--- config.mk ---
export PLATFORM = sky130hd
export DESIGN_NAME = shot_ctrl
export DESIGN_NICKNAME = d
export VERILOG_FILES = /design/src/rtl/shot_ctrl.sv
export SDC_FILE = /design/constraint.sdc
export NUM_CORES = 1
export LEC_CHECK = 0
export CAP_MARGIN = 20
export CORE_MARGIN = 2
export CORE_UTILIZATION = 58
export CTS_CLUSTER_SIZE = 10
export DETAILED_ROUTE_END_ITERATION = 6
export PLACE_DENSITY = 0.85
export SLEW_MARGIN = 10
export SYNTH_ARGS = -nofsm -noshare
export SYNTH_HDL_FRONTEND = slang
export SYNTH_SLANG_ARGS = --single-unit
--- constraint.sdc ---
create_clock -name s_clk -period 4.01 [get_ports s_clk]
set_input_delay 0.6015 -clock s_clk [delete_from_list [all_inputs] [get_ports s_clk]]
set_output_delay 0.6015 -clock s_clk [all_outputs]
set_load 0.01 [all_outputs]
--- src/rtl/shot_ctrl.sv ---
// Fire controller: debounces the fire button, latches the shot origin and sequences ARM/FLIGHT/COOLDOWN.
// Latency: 2-flop sync + DEBOUNCE_CYC stable cycles to accept a press; outputs are registered, 1 cycle after the deciding edge.
// Backpressure: none; fire requests outside IDLE are dropped, hit_in outside FLIGHT is ignored.
//
// Ports:
//   s_clk, rst_n          : clock, asynchronous active-low reset
//   fire_btn              : raw asynchronous fire button (active high)
//   move_tick             : one-cycle motion strobe, shot moves 1 px per strobe
//   ship_x, ship_y        : ship left / top edge, sampled when a shot is fired
//   hit_in                : one-cycle collision pulse, retires the shot in FLIGHT
//   shot_en               : renderer enable (low = renderer loads origin)
//   orig_x, orig_y        : latched spawn origin
//   busy                  : high in ARM, FLIGHT or COOLDOWN
//   shot_count            : shots fired, wraps at 2^16
// Optional feature macro: SHOT_AUTOFIRE_EN (a held accepted button level fires repeatedly from IDLE).
module shot_ctrl #(
    parameter int DEBOUNCE_CYC   = 250000,
    parameter int SHOT_OFS_X     = 17,
    parameter int SHOT_OFS_Y     = 20,
    parameter int COOLDOWN_TICKS = 30
) (
    input  logic        s_clk,
    input  logic        rst_n,
    input  logic        fire_btn,
    input  logic        move_tick,
    input  logic [10:0] ship_x,
    input  logic [10:0] ship_y,
    input  logic        hit_in,
    output logic        shot_en,
    output logic [10:0] orig_x,
    output logic [10:0] orig_y,
    output logic        busy,
    output logic [15:0] shot_count
);

    localparam int              DB_W    = $clog2(DEBOUNCE_CYC + 1);
    localparam logic [DB_W-1:0] DB_LAST = DB_W'(DEBOUNCE_CYC - 1);
    localparam int              CD_W    = (COOLDOWN_TICKS < 1) ? 1 : $clog2(COOLDOWN_TICKS + 1);
    localparam logic [CD_W-1:0] CD_LOAD = CD_W'(COOLDOWN_TICKS);
    localparam logic [10:0]     OFS_X   = 11'(SHOT_OFS_X);
    localparam logic [10:0]     OFS_Y   = 11'(SHOT_OFS_Y);

    typedef enum logic [1:0] {
        ST_IDLE     = 2'd0,
        ST_ARM      = 2'd1,
        ST_FLIGHT   = 2'd2,
        ST_COOLDOWN = 2'd3
    } state_t;

    // Button path state
    logic            r_sync1;
    logic            r_sync2;
    logic [DB_W-1:0] r_db_cnt;
    logic            r_db_lvl;
    logic            r_db_lvl_d;

    // Shot sequencing state
    state_t          r_state;
    logic [10:0]     r_flight_cnt;
    logic [CD_W-1:0] r_cd_cnt;
    logic            r_shot_en;
    logic [10:0]     r_orig_x;
    logic [10:0]     r_orig_y;
    logic            r_busy;
    logic [15:0]     r_shot_count;

    logic            w_fire_req;
    logic [10:0]     w_spawn_y;
    logic            w_retire;

    // The counter only runs while the synced level disagrees with the accepted
    // level, so any bounce back to the accepted level restarts the count.
    always_ff @(posedge s_clk or negedge rst_n) begin
        if (!rst_n) begin
            r_sync1    <= 1'b0;
            r_sync2    <= 1'b0;
            r_db_cnt   <= '0;
            r_db_lvl   <= 1'b0;
            r_db_lvl_d <= 1'b0;
        end else begin
            r_sync1    <= fire_btn;
            r_sync2    <= r_sync1;
            r_db_lvl_d <= r_db_lvl;
            if (r_sync2 == r_db_lvl) begin
                r_db_cnt <= '0;
            end else if (r_db_cnt == DB_LAST) begin
                r_db_lvl <= r_sync2;
                r_db_cnt <= '0;
            end else begin
                r_db_cnt <= r_db_cnt + DB_W'(1);
            end
        end
    end

`ifdef SHOT_AUTOFIRE_EN
    // Held button keeps requesting; the FSM only listens in IDLE, which paces the shots.
    assign w_fire_req = r_db_lvl;
`else
    assign w_fire_req = r_db_lvl & ~r_db_lvl_d;
`endif

    assign w_spawn_y = (ship_y < OFS_Y) ? 11'd0 : (ship_y - OFS_Y);

    // A hit and the final tick in the same cycle collapse into this single term.
    assign w_retire  = hit_in | (move_tick & (r_flight_cnt == 11'd0));

    always_ff @(posedge s_clk or negedge rst_n) begin
        if (!rst_n) begin
            r_state      <= ST_IDLE;
            r_flight_cnt <= '0;
            r_cd_cnt     <= '0;
            r_shot_en    <= 1'b0;
            r_orig_x     <= '0;
            r_orig_y     <= '0;
            r_busy       <= 1'b0;
            r_shot_count <= '0;
        end else begin
            case (r_state)
                ST_IDLE: begin
                    r_shot_en <= 1'b0;
                    if (w_fire_req) begin
                        r_orig_x     <= ship_x + OFS_X;
                        r_orig_y     <= w_spawn_y;
                        r_shot_count <= r_shot_count + 16'd1;
                        r_busy       <= 1'b1;
                        r_state      <= ST_ARM;
                    end
                end
                ST_ARM: begin
                    // Enable rises only after a motion edge has seen it low,
                    // so the renderer has already loaded the origin.
                    if (move_tick) begin
                        r_flight_cnt <= r_orig_y;
                        r_shot_en    <= 1'b1;
                        r_state      <= ST_FLIGHT;
                    end
                end
                ST_FLIGHT: begin
                    if (w_retire) begin
                        r_shot_en <= 1'b0;
                        r_cd_cnt  <= CD_LOAD;
                        if (COOLDOWN_TICKS == 0) begin
                            r_busy  <= 1'b0;
                            r_state <= ST_IDLE;
                        end else begin
                            r_state <= ST_COOLDOWN;
                        end
                    end else if (move_tick) begin
                        r_flight_cnt <= r_flight_cnt - 11'd1;
                    end
                end
                ST_COOLDOWN: begin
                    r_shot_en <= 1'b0;
                    if (move_tick) begin
                        if (r_cd_cnt <= CD_W'(1)) begin
                            r_cd_cnt <= '0;
                            r_busy   <= 1'b0;
                            r_state  <= ST_IDLE;
                        end else begin
                            r_cd_cnt <= r_cd_cnt - CD_W'(1);
                        end
                    end
                end
                default: begin
                    r_shot_en <= 1'b0;
                    r_busy    <= 1'b0;
                    r_state   <= ST_IDLE;
                end
            endcase
        end
    end

    assign shot_en    = r_shot_en;
    assign orig_x     = r_orig_x;
    assign orig_y     = r_orig_y;
    assign busy       = r_busy;
    assign shot_count = r_shot_count;

endmodule

After elaboration in Yosys (flattened, before gate mapping)

Index checks and enable logic that the tools add are counted.

Register bits: 80
Bits in latches: 0
RAM bits: 0
Bits in read-only memories: 0
Bits of input ports: 27
Logic and storage cells: 75
Memories: 0

Add/subtract/negate cells: 6
Multiply operators: 0
Divide/modulo/power cells: 0
Magnitude comparators: 2
Eq/ne operators: 12
Shift-type cells: 0
Muxes and demuxes: 24
Bitwise operators: 5
Reduce and logical (&&, ||, !) cells: 13

Operators by type and width:

| cell                    | count |
|---|---|
| $mux W11                | 4 |
| $mux W18                | 2 |
| $pmux W11 S2            | 1 |
| $add A18 B1 Y18 const B | 1 |
| $eq A18 B18 Y1 const B  | 1 |
| $add A16 B1 Y16 const B | 1 |
| $mux W5                 | 3 |
| $ne A2 B2 Y1 const B    | 7 |
| $add A11 B5 Y11 const B | 1 |
| $logic_not A11 Y1       | 1 |
| $lt A11 B5 Y1 const B   | 1 |
| $sub A11 B1 Y11 const B | 1 |
| $sub A11 B5 Y11 const B | 1 |
| $mux W2                 | 5 |
| $pmux W5 S2             | 1 |
| $pmux W2 S4             | 1 |
| $reduce_and A4 Y1       | 2 |
| $reduce_and A2 Y1       | 3 |
| $reduce_bool A2 Y1      | 3 |
| $le A5 B1 Y1 const B    | 1 |
| $mux W1                 | 5 |
| $reduce_and A5 Y1       | 1 |
| $sub A5 B1 Y5 const B   | 1 |
| $eq A2 B2 Y1 const B    | 2 |
| other kinds (10)        | 12 |

Depth between registers and ports, before layout

Word-level depth: 5
Gate-level depth with buffers: 8

Worst setup path before layout

Ideal clock, no wire load.

Kind: input to register
Start: in move_tick
End: reg r_state[1]
Library setup time: 0.125 ns
Arrival: 2.006 ns
Required time: 3.885 ns
Path slack: 1.879 ns
Stages on the path: 5
Path through: clkbuf_1 > nand4bb_1 > o31a_1 > nor3_1 > mux2_2

Word-level cells in the longest chain between the ends: 4
Elaborated cells between the ends (all ways): 6
Classes of those cells: 3 x eq/ne; 2 x bitwise; 1 x reduce/logical

Ends and longest elaborated chain:

| element                         | RTL line | source |
|---|---|---|
| start, declared                 | 25       | `input logic move_tick,` |
| $and A1 B1 Y1                   | 105      | `assign w_retire = hit_in \| (move_tick & (r_flight_cnt == 11'd0));` |
| $or A1 B1 Y1                    | 105      |  |
| $ne A2 B2 Y1 (no line)          | --       |  |
| $reduce_and A5 Y1 (no line) (*) | --       |  |
| end signal, assigned            | 109      | `r_state <= ST_IDLE;` |
| end signal, assigned            | 126      | `r_state <= ST_ARM;` |
| end signal, assigned            | 135      | `r_state <= ST_FLIGHT;` |
| end, declared                   | 58       | `state_t r_state;` |

Every way passes the cells marked *; elsewhere a longest branch is shown, timed or not.
A chain may end at the register's enable or synchronous reset.

Final worst setup path

Start: reg r_state[0]
End: reg r_flight_cnt[9]

Word-level cells in the longest chain between the ends: 3
Elaborated cells between the ends (all ways): 8
Classes of those cells: 5 x eq/ne; 1 x mux; 2 x reduce/logical

Ends and longest elaborated chain:

| element                                                             | RTL line | source |
|---|---|---|
| $eq A2 B2 Y1 / $eq A2 B1 Y1 (equally long branches)                 | 118      | `case (r_state)` |
| $ne A2 B2 Y1 (no line) / $reduce_bool A2 Y1 (equally long branches) | --       |  |
| $reduce_and A4 Y1 (no line)                                         | --       |  |
| end signal, assigned                                                | 133      | `r_flight_cnt <= r_orig_y;` |
| end signal, assigned                                                | 149      | `r_flight_cnt <= r_flight_cnt - 11'd1;` |
| end, declared                                                       | 59       | `logic [10:0] r_flight_cnt;` |

Several ways; a longest one is shown, not always the timed one.

==> flow_metrics.py <==
metrics = {
    "floorplan": {
        "die_h_um": 89.0,
        "dieArea_um2": 7920,
        "die_w_um": 89.0,
        "initial_core_util_pct": 60.7,
        "fp-row-count": 30,
        "ios": 67,
        "core_area_um2": 6910,
    },
    "pwr": {
        "p_leak_nw": 2.23,
        "pwr-share-clk_pct": 38.7,
        "switching_share_pct": 23.2,
        "seqPwrFrac_pct": 55.2,
        "combPwrFrac_pct": 6.1,
        "power_mw": 1.47,
        "vdd_drop_max_v": 0.000271,
        "p_switching_mw": 0.342,
        "power-per-cell-area_nw_per_um2": 287,
        "p_int_mw": 1.13,
    },
    "place": {
        "hpwl_um": 6590,
        "place_congestion": 0.886,
        "io_buffers": 66,
    },
    "clocking": {
        "htreeDepth": 3,
        "cts_root_buf": "clkbuf_8",
        "cts_hold_buf": 0,
        "numCtsBuffers": 9,
        "post-cts-setup-buffers": 0,
        "clock_path_buffers": 2,
        "cts_tree": "done",
        "clk_pin_slew_ns": 0.08,
        "clock-sinks": 80,
        "cts_resized": 0,
        "clk_latency_ns": 0.35,
    },
    "timing": {
        "rsz0062_at_grt": "no",
        "min_period_ns": 2.59,
        "slew_headroom_pct": 41.9,
        "fin_crit_sh_pct": 64.5,
        "max_freq_mhz": 386,
        "finalSetupTns_ns": 0,
        "finalSetupViolations": 0,
        "slew_violations": 0,
        "finClkSkew_ns": 0.00665,
        "worstMarginPinSlew_ns": 0.871,
        "hold_viol": 0,
    },
    "layout": {
        "drive_above_1_share_pct": 5.57,
        "fillCellCount": 507,
        "multiInputGateArea_um2": 2050,
        "diodes": 0,
        "fin_util_pct": 74.3,
        "area_growth_pct": 22.4,
        "final-seq-area_um2": 2000,
        "nets": 540,
    },
    "grt": {
        "overflow": 0,
        "grt_pass1_wl_um": 16300,
        "antenna_found_initial": 0,
        "gr-usage-met1_pct": 35.2,
        "grt_max_degree": 81,
        "use_met2_pct": 42.9,
        "grt_pass1_vias": 3455,
        "busiest_layer": "met2",
        "met3_usage_pct": 5.72,
        "grt_use_total_pct": 26.7,
    },
    "logic_synthesis": {
        "synth_nets": 473,
        "seq_area_frac_synth_pct": 47.8,
        "synth-seq-cells": 80,
        "yosys_warnings": 0,
        "async_reset_ff_share_pct": 100,
        "syn_inst": 433,
        "synth_ff_type": "dfrtp_1",
        "synth_area_per_cell_um2": 9.68,
        "yosysUniqueCellTypes": 56,
        "synth_edf_count": 0,
        "syn-cell-area_um2": 4190,
    },
    "worst_setup_path": {
        "path_cells": "inv_1, ha_1, nor2b_1, or4_1, o211a_1, o22a_1",
        "cp-end-kind": "flop",
        "critPathLaunchType": "flop",
        "cp.required_ns": 4.26,
        "path_class": "reg -> reg",
        "path_max_fanout": 27,
        "cpPeakStageDelay_ns": 0.74,
        "critPathArrivalTime_ns": 2.84,
        "crit_slowest_cell": "ha_1",
    },
    "drt": {
        "remaining_drc_errors": 0,
        "wl_um": 9740,
        "ant_nets": 0,
        "drt_iter0_drc": 151,
        "wl_per_cell_um": 16.3,
        "routed_via_density": 5.89,
        "num_vias": 3531,
        "drtPass1Iterations": 4,
    },
    "status": {
        "status": "completed",
    },
    "hold_path": {
        "hold_path_class": "in -> async",
    },
    "flow_run": {
        "maxCapViolations": 0,
    },
}
worst max-delay path, delay by kind of cell (launching register included):
kind                       cells  cell delay [ns]
buffers and inverters          1             0.11
DFF                            1             0.42
and+or+nand+nor                2             0.84
AOI/OAI and AO/OA              2             0.37
adders and majority gates      1             0.74
power by group through the flow:
stage	Sequential (mW)	Clock, mW	Combinational, mW
after floorplan	0.829	0	0.0296
after global placement	0.829	0	0.0842
after detailed placement	0.829	0	0.0861
after CTS	0.813	0.580	0.0871
after global routing	0.814	0.616	0.0989
final	0.814	0.571	0.0896
flip-flops by register name, summed over array words and instances, names as in the netlist:
register      cells
shot_en           1
r_sync1           1
orig_y           11
r_db_lvl          1
r_cd_cnt          5
r_state           2
r_db_lvl_d        1
busy              1
shot_count       16
r_sync2           1
r_flight_cnt     11
r_db_cnt         18
orig_x           11
path summary, 6_finish.rpt:
| path | to | cells past startpoint | from | slack, ns |
|---|---|---|---|---|
| max in group asynchronous | shot_count[1]$_DFFE_PN0P_ | 2 | rst_n | 3.32 |
| min in group s_clk | r_sync2$_DFF_PN0_ | 0 | r_sync1$_DFF_PN0_ | 0.37 |
| hold reg to reg | r_sync2$_DFF_PN0_ | 0 | r_sync1$_DFF_PN0_ | 0.37 |
| hold / removal | r_flight_cnt[2]$_DFFE_PN0P_ | 1 | rst_n | 0.12 |
| setup / recovery | r_flight_cnt[9]$_DFFE_PN0P_ | 6 | r_state[0]$_DFFE_PN0P_ | 1.42 |
| setup reg to reg | r_flight_cnt[9]$_DFFE_PN0P_ | 6 | r_state[0]$_DFFE_PN0P_ | 1.42 |
synth_stat cells (2+ instances only):
cell type / number / area share, %
a31oi_1: 8 / 1.2
o31ai_1: 10 / 1.8
nor4_1: 5 / 0.75
o41ai_2: 2 / 0.78
or4_1: 9 / 1.6
nor2_1: 35 / 3.1
xor2_1: 15 / 3.1
nand2_1: 42 / 3.8
or3_1: 4 / 0.60
a41oi_1: 4 / 0.84
mux2_2: 2 / 0.54
xnor2_1: 25 / 5.2
and3_1: 4 / 0.60
nand4_1: 9 / 1.3
o21ai_0: 34 / 4.1
o21a_1: 2 / 0.36
nand2b_1: 2 / 0.30
inv_1: 21 / 1.9
and2_1: 5 / 0.75
ha_1: 13 / 3.9
dfrtp_1: 80 / 48
o22a_1: 6 / 1.3
mux2i_1: 3 / 0.72
clkbuf_1: 11 / 0.99
a21oi_1: 16 / 1.9
mux2_1: 2 / 0.54
nor2b_1: 7 / 1.0
nor3_1: 11 / 1.3
nand3_1: 19 / 2.3
kinds of logic (layout without fill, tap and decap cells):
logic type               Yosys count  after routing  synth area share [%]
multiplexers                       7              7                  1.79
AND/OR/NAND/NOR                  164            164                  20.2
adder cells (fa/ha/maj)           13             13                  3.88
flip-flops                        80             80                  47.8
XOR/XNOR                          40             40                  8.36
buffers and inverters             35            105                  3.34
AO/OA/AOI/OAI                     94             94                  14.6
cell usage in the layout, fill, tap and decap left out, types with 4 or more instances in the layout:
| cell type | n |
|---|---|
| clkdlybuf4s50_1 | 65 |
| nor2_1 | 35 |
| a41oi_1 | 4 |
| nor4_1 | 5 |
| a31oi_1 | 8 |
| nor3_1 | 11 |
| o22a_1 | 6 |
| clkbuf_8 | 9 |
| xor2_1 | 15 |
| and2_1 | 5 |
| xnor2_1 | 25 |
| or3_1 | 4 |
| nand2_1 | 42 |
| o21ai_0 | 34 |
| nor2b_1 | 7 |
| ha_1 | 13 |
| or4_1 | 9 |
| inv_1 | 21 |
| and3_1 | 4 |
| o31ai_1 | 10 |
| nand4_1 | 9 |
| nand3_1 | 19 |
| dfrtp_1 | 80 |
| a21oi_1 | 16 |
stage by stage:
step	instances	hold slack (ns)	setup WS, ns	instance area, um^2
2_1_floorplan	433	0.306	1.88	4190
3_3_place_gp	584	0.333	1.42	4930
3_5_place_dp	584	0.340	1.37	4930
4_1_cts	598	0.372	1.42	5100
5_1_grt	599	0.129	1.23	5130
6_report	599	0.120	1.42	5130
routing by layer:
layer  share of wire (%)  vias up
li1                    -     1673
met1                  43     1727
met2                  49      111
met3                 5.4       20
met4                 2.2        0
met5                   0        -
cell type report:
cell class              count  share of cell area (%)
clock buffers              10                    2.49
flip-flops and latches     80                    39.0
repair buffers             69                    13.7
multi-input cells         318                    39.9
inverters                  22                    1.61
well taps                  96                    2.34
clock inverters             4                   0.927
Note: power is estimated with default switching activity, not from simulation.
